--- src/rtl/mem_copy_ctrl_pkg.sv ---
// Shared types and widths for the memory block-copy engine and its port arbiter.
// Latency: n/a (types and constants only).
// Backpressure: n/a.
package mem_ctrl_pkg;

  localparam int ADDR_W = 8;
  localparam int DATA_W = 8;

  typedef enum logic [1:0] {
    IDLE = 2'd0,
    RD   = 2'd1,
    WR   = 2'd2,
    DONE = 2'd3
  } copy_state_t;

endpackage

--- src/rtl/mem_copy_ctrl_if.sv ---
// Bundle of copy-request, CPU load/store and data-memory signals around the copy engine.
// Latency: n/a (wiring only).
// Backpressure: n/a; cpu_req is the only stall source and is carried here.
// Ports: start/src/dst/len (copy request), cpu_* (CPU memory path), mem_* (memory port),
//        busy/done (engine status). slave = engine side, master = CPU/memory side.
interface mem_copy_ctrl_if #(
  parameter int AW = mem_ctrl_pkg::ADDR_W,
  parameter int DW = mem_ctrl_pkg::DATA_W
) ();

  logic          start;
  logic [AW-1:0] src;
  logic [AW-1:0] dst;
  logic [AW-1:0] len;

  logic          cpu_req;
  logic          cpu_wr_en;
  logic          cpu_memread;
  logic [AW-1:0] cpu_addr;
  logic [DW-1:0] cpu_din;

  logic [DW-1:0] mem_dout;
  logic          mem_wr_en;
  logic          mem_read;
  logic [AW-1:0] mem_addr;
  logic [DW-1:0] mem_din;

  logic          busy;
  logic          done;

  modport slave (
    input  start, src, dst, len,
    input  cpu_req, cpu_wr_en, cpu_memread, cpu_addr, cpu_din,
    input  mem_dout,
    output mem_wr_en, mem_read, mem_addr, mem_din,
    output busy, done
  );

  modport master (
    output start, src, dst, len,
    output cpu_req, cpu_wr_en, cpu_memread, cpu_addr, cpu_din,
    output mem_dout,
    input  mem_wr_en, mem_read, mem_addr, mem_din,
    input  busy, done
  );

endinterface

--- src/rtl/mem_copy_ctrl_port_mux.sv ---
// Selects who drives the single data-memory port: the CPU when cpu_req is high, else the copy engine.
// Latency: purely combinational, zero cycles.
// Backpressure: none here; the engine itself holds state while cpu_req is high.
// Ports: reset (blocks any write in a reset cycle), cpu_* and eng_* sources, mem_* to the memory.
module mem_port_mux #(
  parameter int AW = mem_ctrl_pkg::ADDR_W,
  parameter int DW = mem_ctrl_pkg::DATA_W
) (
  input  logic          reset,
  input  logic          cpu_req,
  input  logic          cpu_wr_en,
  input  logic          cpu_memread,
  input  logic [AW-1:0] cpu_addr,
  input  logic [DW-1:0] cpu_din,
  input  logic          eng_wr_en,
  input  logic          eng_read,
  input  logic [AW-1:0] eng_addr,
  input  logic [DW-1:0] eng_din,
  output logic          mem_wr_en,
  output logic          mem_read,
  output logic [AW-1:0] mem_addr,
  output logic [DW-1:0] mem_din
);

  always_comb begin
    if (cpu_req) begin
      mem_wr_en = cpu_wr_en;
      mem_read  = cpu_memread;
      mem_addr  = cpu_addr;
      mem_din   = cpu_din;
    end else begin
      mem_wr_en = eng_wr_en;
      mem_read  = eng_read;
      mem_addr  = eng_addr;
      mem_din   = eng_din;
    end
    // A reset cycle must never commit a write, whoever owns the port.
    if (reset) begin
      mem_wr_en = 1'b0;
    end
  end

endmodule

--- src/rtl/mem_copy_ctrl.sv ---
// Block-copy engine: copies len bytes src->dst one read/write pair at a time, sharing the memory port with the CPU.
// Latency: done pulses 2*len+1 cycles after the accepted start (1 cycle for len=0), plus one per stalled cycle.
// Backpressure: cpu_req has absolute priority; the engine holds its RD/WR state for every cycle it is high.
// Ports: clk, reset (sync, active-high); bus = mem_copy_ctrl_if slave (copy request, CPU path, memory port, status).
module mem_copy_ctrl
  import mem_ctrl_pkg::*;
#(
  parameter int AW = ADDR_W,
  parameter int DW = DATA_W
) (
  input  logic           clk,
  input  logic           reset,
  mem_copy_ctrl_if.slave bus
);

  localparam logic [AW-1:0] ONE = AW'(1);

  copy_state_t   state_q, state_d;
  logic [AW-1:0] src_q, src_d;
  logic [AW-1:0] dst_q, dst_d;
  logic [AW-1:0] len_q, len_d;
  logic [AW-1:0] cnt_q, cnt_d;
  logic [DW-1:0] buf_q, buf_d;

  logic          eng_wr_en;
  logic          eng_read;
  logic [AW-1:0] eng_addr;
  logic [DW-1:0] eng_din;
  logic          done_c;

  always_comb begin
    state_d   = state_q;
    src_d     = src_q;
    dst_d     = dst_q;
    len_d     = len_q;
    cnt_d     = cnt_q;
    buf_d     = buf_q;
    eng_wr_en = 1'b0;
    eng_read  = 1'b0;
    eng_addr  = '0;
    eng_din   = '0;
    done_c    = 1'b0;

    case (state_q)
      IDLE: begin
        if (bus.start) begin
          src_d   = bus.src;
          dst_d   = bus.dst;
          len_d   = bus.len;
          cnt_d   = '0;
          state_d = (bus.len == '0) ? DONE : RD;
        end
      end

      // Engine strobes are always presented; the mux hides them while the CPU owns the port,
      // so a stalled read simply repeats on the next free cycle.
      RD: begin
        eng_read = 1'b1;
        eng_addr = src_q + cnt_q;
        if (!bus.cpu_req) begin
          buf_d   = bus.mem_dout;
          state_d = WR;
        end
      end

      // buf_q is untouched while stalled, so the write that finally lands is the byte read earlier.
      WR: begin
        eng_wr_en = 1'b1;
        eng_addr  = dst_q + cnt_q;
        eng_din   = buf_q;
        if (!bus.cpu_req) begin
          if (cnt_q == len_q - ONE) begin
            state_d = DONE;
          end else begin
            cnt_d   = cnt_q + ONE;
            state_d = RD;
          end
        end
      end

      DONE: begin
        done_c  = 1'b1;
        state_d = IDLE;
      end

      default: begin
        state_d = IDLE;
      end
    endcase
  end

  always_ff @(posedge clk) begin
    if (reset) begin
      state_q <= IDLE;
      src_q   <= '0;
      dst_q   <= '0;
      len_q   <= '0;
      cnt_q   <= '0;
      buf_q   <= '0;
    end else begin
      state_q <= state_d;
      src_q   <= src_d;
      dst_q   <= dst_d;
      len_q   <= len_d;
      cnt_q   <= cnt_d;
      buf_q   <= buf_d;
    end
  end

  assign bus.busy = (state_q != IDLE);
  assign bus.done = done_c;

  mem_port_mux #(
    .AW (AW),
    .DW (DW)
  ) u_port_mux (
    .reset       (reset),
    .cpu_req     (bus.cpu_req),
    .cpu_wr_en   (bus.cpu_wr_en),
    .cpu_memread (bus.cpu_memread),
    .cpu_addr    (bus.cpu_addr),
    .cpu_din     (bus.cpu_din),
    .eng_wr_en   (eng_wr_en),
    .eng_read    (eng_read),
    .eng_addr    (eng_addr),
    .eng_din     (eng_din),
    .mem_wr_en   (bus.mem_wr_en),
    .mem_read    (bus.mem_read),
    .mem_addr    (bus.mem_addr),
    .mem_din     (bus.mem_din)
  );

endmodule

--- src/flat_wrapper.sv ---
// flat-port wrapper written by rule: the top's interface ports become plain ports
module mem_copy_ctrl_flat import mem_ctrl_pkg::*;
#(
  parameter int AW = ADDR_W,
  parameter int DW = DATA_W
)
  (clk, reset, bus_start, bus_src, bus_dst, bus_len, bus_cpu_req, bus_cpu_wr_en, bus_cpu_memread, bus_cpu_addr, bus_cpu_din, bus_mem_dout, bus_mem_wr_en, bus_mem_read, bus_mem_addr, bus_mem_din, bus_busy, bus_done);
  mem_copy_ctrl_if #(.AW(AW), .DW(DW)) bus_i ();
  input  logic clk;
  input  logic reset;
  input wire logic [$bits(bus_i.start)-1:0] bus_start;
  input wire logic [$bits(bus_i.src)-1:0] bus_src;
  input wire logic [$bits(bus_i.dst)-1:0] bus_dst;
  input wire logic [$bits(bus_i.len)-1:0] bus_len;
  input wire logic [$bits(bus_i.cpu_req)-1:0] bus_cpu_req;
  input wire logic [$bits(bus_i.cpu_wr_en)-1:0] bus_cpu_wr_en;
  input wire logic [$bits(bus_i.cpu_memread)-1:0] bus_cpu_memread;
  input wire logic [$bits(bus_i.cpu_addr)-1:0] bus_cpu_addr;
  input wire logic [$bits(bus_i.cpu_din)-1:0] bus_cpu_din;
  input wire logic [$bits(bus_i.mem_dout)-1:0] bus_mem_dout;
  output wire logic [$bits(bus_i.mem_wr_en)-1:0] bus_mem_wr_en;
  output wire logic [$bits(bus_i.mem_read)-1:0] bus_mem_read;
  output wire logic [$bits(bus_i.mem_addr)-1:0] bus_mem_addr;
  output wire logic [$bits(bus_i.mem_din)-1:0] bus_mem_din;
  output wire logic [$bits(bus_i.busy)-1:0] bus_busy;
  output wire logic [$bits(bus_i.done)-1:0] bus_done;
  assign bus_i.start = bus_start;
  assign bus_i.src = bus_src;
  assign bus_i.dst = bus_dst;
  assign bus_i.len = bus_len;
  assign bus_i.cpu_req = bus_cpu_req;
  assign bus_i.cpu_wr_en = bus_cpu_wr_en;
  assign bus_i.cpu_memread = bus_cpu_memread;
  assign bus_i.cpu_addr = bus_cpu_addr;
  assign bus_i.cpu_din = bus_cpu_din;
  assign bus_i.mem_dout = bus_mem_dout;
  assign bus_mem_wr_en = bus_i.mem_wr_en;
  assign bus_mem_read = bus_i.mem_read;
  assign bus_mem_addr = bus_i.mem_addr;
  assign bus_mem_din = bus_i.mem_din;
  assign bus_busy = bus_i.busy;
  assign bus_done = bus_i.done;
  mem_copy_ctrl #(.AW(AW), .DW(DW)) u_core (.clk(clk), .reset(reset), .bus(bus_i));
endmodule
--- config.mk ---
export PLATFORM = sky130hd
export DESIGN_NAME = mem_copy_ctrl_flat
export DESIGN_NICKNAME = d
export VERILOG_FILES = /design/src/rtl/mem_copy_ctrl_pkg.sv /design/src/rtl/mem_copy_ctrl_if.sv /design/src/rtl/mem_copy_ctrl_port_mux.sv /design/src/rtl/mem_copy_ctrl.sv /design/src/flat_wrapper.sv
export SDC_FILE = /design/constraint.sdc
export NUM_CORES = 1
export LEC_CHECK = 0
export ABC_AREA = 1
export BUFFER_PORTS_ARGS = -buffer_cell sky130_fd_sc_hd__clkbuf_2
export CAP_MARGIN = 20
export CORE_MARGIN = 5
export CORE_UTILIZATION = 55
export CTS_BUF_LIST = sky130_fd_sc_hd__clkbuf_4
export DETAILED_ROUTE_END_ITERATION = 8
export PLACE_DENSITY = 0.83
export SETUP_SLACK_MARGIN = 0.2
export SLEW_MARGIN = 25
export SYNTH_ARGS = -nofsm -noshare
export SYNTH_HDL_FRONTEND = slang
export SYNTH_HIERARCHICAL = 1
export SYNTH_SLANG_ARGS = --single-unit
--- constraint.sdc ---
create_clock -name clk -period 8.05 [get_ports clk]
set_input_delay 1.2075 -clock clk [delete_from_list [all_inputs] [get_ports clk]]
set_output_delay 1.2075 -clock clk [all_outputs]
set_load 0.02 [all_outputs]
==> Word level (Yosys, flattened, before mapping) <==
Cells that the tools add are included.
{ "classes": {"mux": 20, "bitwise_logic": 1, "reduce_logical": 8, "add_sub_neg": 4, "n_eq_ne": 8} }
{ "op_table": {"columns": ["operator", "count"], "rows": [
  ["2-to-1 mux 8 bit", 6],
  ["one-hot mux 8 bit (2 select lines)", 2],
  ["adder 8 bit", 2],
  ["2-to-1 mux 2 bit", 5],
  ["adder 8 x 1 -> 8 bit (second input constant)", 1],
  ["equality test 8 bit", 1],
  ["logical NOT 8 bit", 1],
  ["!= test 2 bit (second input constant)", 4],
  ["one-hot mux 2 bit (4 select lines)", 1],
  ["subtractor 8 x 1 -> 8 bit (second input constant)", 1],
  ["2-to-1 mux 1 bit", 6],
  ["equality test 2 bit (second input constant)", 2],
  ["AND reduction 2 bit", 2],
  ["AND reduction 4 bit", 1],
  ["nonzero test 2 bit", 2],
  ["AND reduction 3 bit", 1],
  ["equality test 2 x 1 -> 1 bit (second input constant)", 1],
  ["logical NOT 2 bit", 1],
  ["NOT 1 bit", 1]
]} }
{ "word_totals": {"reg_bits": 42, "out_inout_bits": 20, "in_bits": 54} }

==> Longest topological paths before layout <==
{ "logic_depth": {"ltp_word": 5, "ltp_mapped": 17, "depth_no_buf": 16} }

==> Cells and area by module <==
The synthesis kept the hierarchy.
{ "modules_own_cells": {"columns": ["module", "instances", "area_each_um2", "cells_per_inst", "seq_area_each_um2"], "rows": [
  ["mem_copy_ctrl", 1, 2523.7, 394, 840.8],
  ["mem_port_mux", 1, 346.6, 61, 0.0]
]} }

==> Worst setup path after synthesis <==
No wires, ideal clock.
{ "synth_path": {"kind": "register to output", "start": "reg u_core.state_q[0]", "end": "out bus_mem_addr[6]", "setup_slack_ns": 4.029, "stages_incl_launch_ff": 17, "arrival_time_ns": 2.813, "path_buffers": 2, "cell_sequence": "dfxtp_1 > inv_1 > ha_1 > clkbuf_1 > clkbuf_1 > nand2_1 > nand2_1 > ha_1 > inv_1 > fa_1 > o31ai_1 > nand2_1 > nand2_1 > a21oi_1 > a21oi_1 > inv_1 > o21ai_2"} }
{ "synth_between": {"elab_chain_cells": 3, "word_cells_on_any_way": 4} }
{ "synth_rtl": {"columns": ["item", "line", "source"], "rows": [
  ["start: declaration", "mem_copy_ctrl.sv:18", "copy_state_t state_q, state_d;"],
  ["start signal: assignment", "mem_copy_ctrl.sv:101", "state_q <= state_d;"],
  ["equality test 2 bit or equality test 2 x 1 -> 1 bit (tied branches)", "mem_copy_ctrl.sv:44", "case (state_q)"],
  ["one-hot mux 8 bit (2 select lines) *", "mem_copy_ctrl.sv:44", null],
  ["named net u_core.eng_addr[6]", "mem_copy_ctrl.sv:27", "logic [AW-1:0] eng_addr;"],
  ["2-to-1 mux 8 bit *", "mem_copy_ctrl_port_mux.sv:26", "if (cpu_req) begin"],
  ["end: declaration", "flat_wrapper.sv:23", "output wire logic [$bits(bus_i.mem_addr)-1:0] bus_mem_addr;"]
]} }
The timed path passes the listed nets; every way through them passes the cells marked *.

==> Worst setup path in the final report <==
{ "layout_path": {"start": "reg u_core.state_q[0]", "end": "out bus_mem_addr[5]"} }
Same word-level chain as after synthesis.

==> summary.md <==
| Metric | Value |
|---|---|
| Layout Utilization | `0.645` |
| Post-synth ARST share | `0` |
| Reg clk slew, reported paths | `120 ps` |
| Post-DP HPWL | `5.55 mm` |
| Vias per Instance | `4.97` |
| PD cells | `251 nW/µm²` |
| Peak supply drop | `0.170 mV` |
| Gr usage total | `0.219` |
| Critical Path RT | `6840 ps` |
| Input/output buffers | `73` |
| Most common cell in the netlist | `nand2_1` |
| Fin. max-slew vios | `0` |
| CP Max Fanout | `23` |
| DRT Wirelength | `6.91 mm` |
| Syn nets | `523` |
| Setup_tns | `0 ps` |
| Final-report setup violation count | `0` |
| Syn Area/Cell | `6.31 µm²` |
| DRC Markers | `0` |
| GR Layer Usage met1 | `0.287` |
| Initial antenna violation count | `0` |
| Area growth from synthesis to layout | `14.0%` |
| CTS buffer count | `5` |
| Slew HR | `0.442` |
| Vias | `2940` |
| Clk pwr share | `0.124` |
| CTS H-tree depth | `2` |
| Die height | `82.2 µm` |
| Status | `complete, no violations` |
| CP Buf/Inv Count | `4` |
| GRT met2 Usage | `0.359` |
| Actual slew at the worst max-slew pin | `837 ps` |
| Kind of critical path | `reg -> out` |
| Worst-path cell chain | `inv_1 > ha_1 > inv_1 > nand2_1 > nand2_1 > ha_1 > a21o_1 > a31oi_1 > nor2_1 > o21ai_0 > nand2_1 > nand2_1 > nand2_1 > nor2_1 > inv_1 > o21ai_0 > clkbuf_2` |
| Clk_skew | `8.41 ps` |
| Part of the Yosys area used for sequential elements | `0.293` |
| Prevailing post-synth register cell | `dfxtp_1` |
| Internal Power | `0.429 mW` |
| Diode count | `0` |
| Reported net switching power | `0.393 mW` |
| CP max stage cell | `ha_1` |
| Clk Latency, worst-skew pair | `360 ps` |
| CP max stage delay | `660 ps` |
| Area leader, netlist | `dfxtp_1` |
| Die Wd | `82.2 µm` |
| Root Buffer | `clkbuf_4` |
| Register share of total power | `0.362` |
| FP Rows | `26` |
| Clk buf depth | `2` |
| Top cell by count, worst path | `nand2_1` |
| Area contributors post-synth | `dfxtp_1, nand2_1, nor2_1` |
| Share of layout cells above drive strength 1 | `0.192` |
| R2r setup slk | `5690 ps` |
| Global route hottest layer | `met2` |
| Fill count | `493` |
| Die area | `6760 µm²` |
| Initial DRC count | `147` |
| Drt first pass iters | `4` |
| Sw frac | `0.478` |
| Final Wtd Congestion | `0.883` |
| GR Util met3 | `0.0401` |
| Highest Clock Rate | `206 MHz` |
| Unique masters post-synth | `32` |
| Initial Util | `0.566` |
| Critical path arrival | `3650 ps` |
| Most frequent cells after synthesis | `nand2_1, nor2_1, inv_1` |
| MaxCap Viol Count | `0` |
| Setup crit end kind | `output port` |
| Synth warnings | `6` |
| Share of the synthesized area in the top cell type | `0.293` |
| EDFF count, synth | `0` |
| Final Hold Violating Endpoints | `0` |
| Post-Synthesis Cells | `455` |
| Combinational fraction of design power | `0.514` |
| Grt total ovfl | `0` |
| # IOs | `74` |
| Post-CTS Setup Repair Bufs | `0` |
| Flops & latches, synth | `42` |
| Min cycle time layout | `4860 ps` |
| Pin count of the biggest net entering global routing | `40` |
| Static Leak | `1.67 nW` |
| CTS Sinks | `42` |
| Crit path launch type | `flop` |
| First-pass GRT wire length | `11.6 mm` |
| Vias in the first global route | `2718` |
| Fin nets | `588` |
| Final Cycle Share | `0.603` |
| Worst hold path type | `reg -> reg` |
| Cts hold-fix bufs | `0` |
| Core Footprint | `5070 µm²` |
| CTS tree | `built` |
| Routed Antenna Nets | `0` |
| Unrepaired setup endpoints after global routing | `false` |
| Synthesized area | `2870 µm²` |
| WL/cell | `11.7 µm` |
| Top cell family by delay on the critical path | `adder cells` |
| CTS resizes | `0` |
## tightest hold or removal path: stages (launching register included)
cell and delay [ps]:
dfxtp_1 320, inv_1 70, a21oi_1 60
## layout make-up
class / count / area, µm² / area share
multi-input cells: 331 / 1670 / 0.511
repair buffers: 73 / 365 / 0.112
inverters: 67 / 251 / 0.0768
clock buffers: 5 / 37.5 / 0.0115
clock inverters: 3 / 16.3 / 0.00497
well taps: 70 / 87.6 / 0.0268
flip-flops and latches: 42 / 841 / 0.257
## cell usage in the layout, fill, tap and decap left out, drive strengths merged
| cell | count |
|---|---|
| clkbuf | 78 |
| xor2 | 6 |
| nand3 | 10 |
| xnor2 | 3 |
| o21bai | 1 |
| a211oi | 1 |
| nand2 | 108 |
| o21ai | 59 |
| dfxtp | 42 |
| nor3b | 1 |
| a21oi | 24 |
| ha | 13 |
| fa | 1 |
| nand4 | 9 |
| a31oi | 2 |
| inv | 65 |
| nor3 | 3 |
| o31ai | 1 |
| or2 | 1 |
| a21o | 1 |
| clkinvlp | 1 |
| nor2 | 86 |
| nor4 | 1 |
| clkinv | 4 |
## registers in the layout, summed over array words and instances (netlist names)
| signal | cells |
|---|---|
| u_core/buf_q | 8 |
| u_core/cnt_q | 8 |
| u_core/dst_q | 8 |
| u_core/len_q | 8 |
| u_core/src_q | 8 |
| u_core/state_q | 2 |
## through the flow
stage               setup slack, ps  hold WS, ps  cells  power (mW)  area, µm²
global route                   2630          497    591       0.904       3270
global placement               3720          463    583       0.710       3220
CTS                            3160          490    591       0.824       3270
detailed placement             3570          473    583       0.723       3220
finish                         3190          488    591       0.822       3270
floorplan                      4030          425    455       0.620       2870
## kinds of logic (layout without fill, tap and decap cells)
logic type | after synthesis | count (layout) | share of synthesized area
and+or+nand+nor | 219 | 219 | 0.314
AOI/OAI and AO/OA | 89 | 89 | 0.178
buffers and inverters | 82 | 148 | 0.124
DFF | 42 | 42 | 0.293
adders and majority gates | 14 | 14 | 0.0636
xor gates and xnor gates | 9 | 9 | 0.0275
## layer usage
layer / routed length, µm / share of wire
met4: 121 / 0.018
met2: 3400 / 0.49
met3: 345 / 0.050
met5: 0 / 0
met1: 3040 / 0.44
## path summary, 6_finish.rpt
| check | to | depth (start not counted) | start |
|---|---|---|---|
| worst min register to register | u_core/src_q[1] | 2 | u_core/src_q[1] |
| worst max register to register | u_core/dst_q[5] | 6 | u_core/state_q[0] |
| worst min-delay path | u_core/src_q[1] | 2 | u_core/src_q[1] |
| worst max-delay path | bus_mem_addr[5] | 17 | u_core/state_q[0] |
## power by group through the flow
stage	registers [mW]	logic (mW)	clock network [mW]
floorplan	0.289	0.331	0
global placement	0.299	0.411	0
detailed placement	0.301	0.422	0
CTS	0.296	0.423	0.105
global route	0.303	0.486	0.115
finish	0.298	0.423	0.102
No activity file was read; power rests on OpenSTA's default activity.
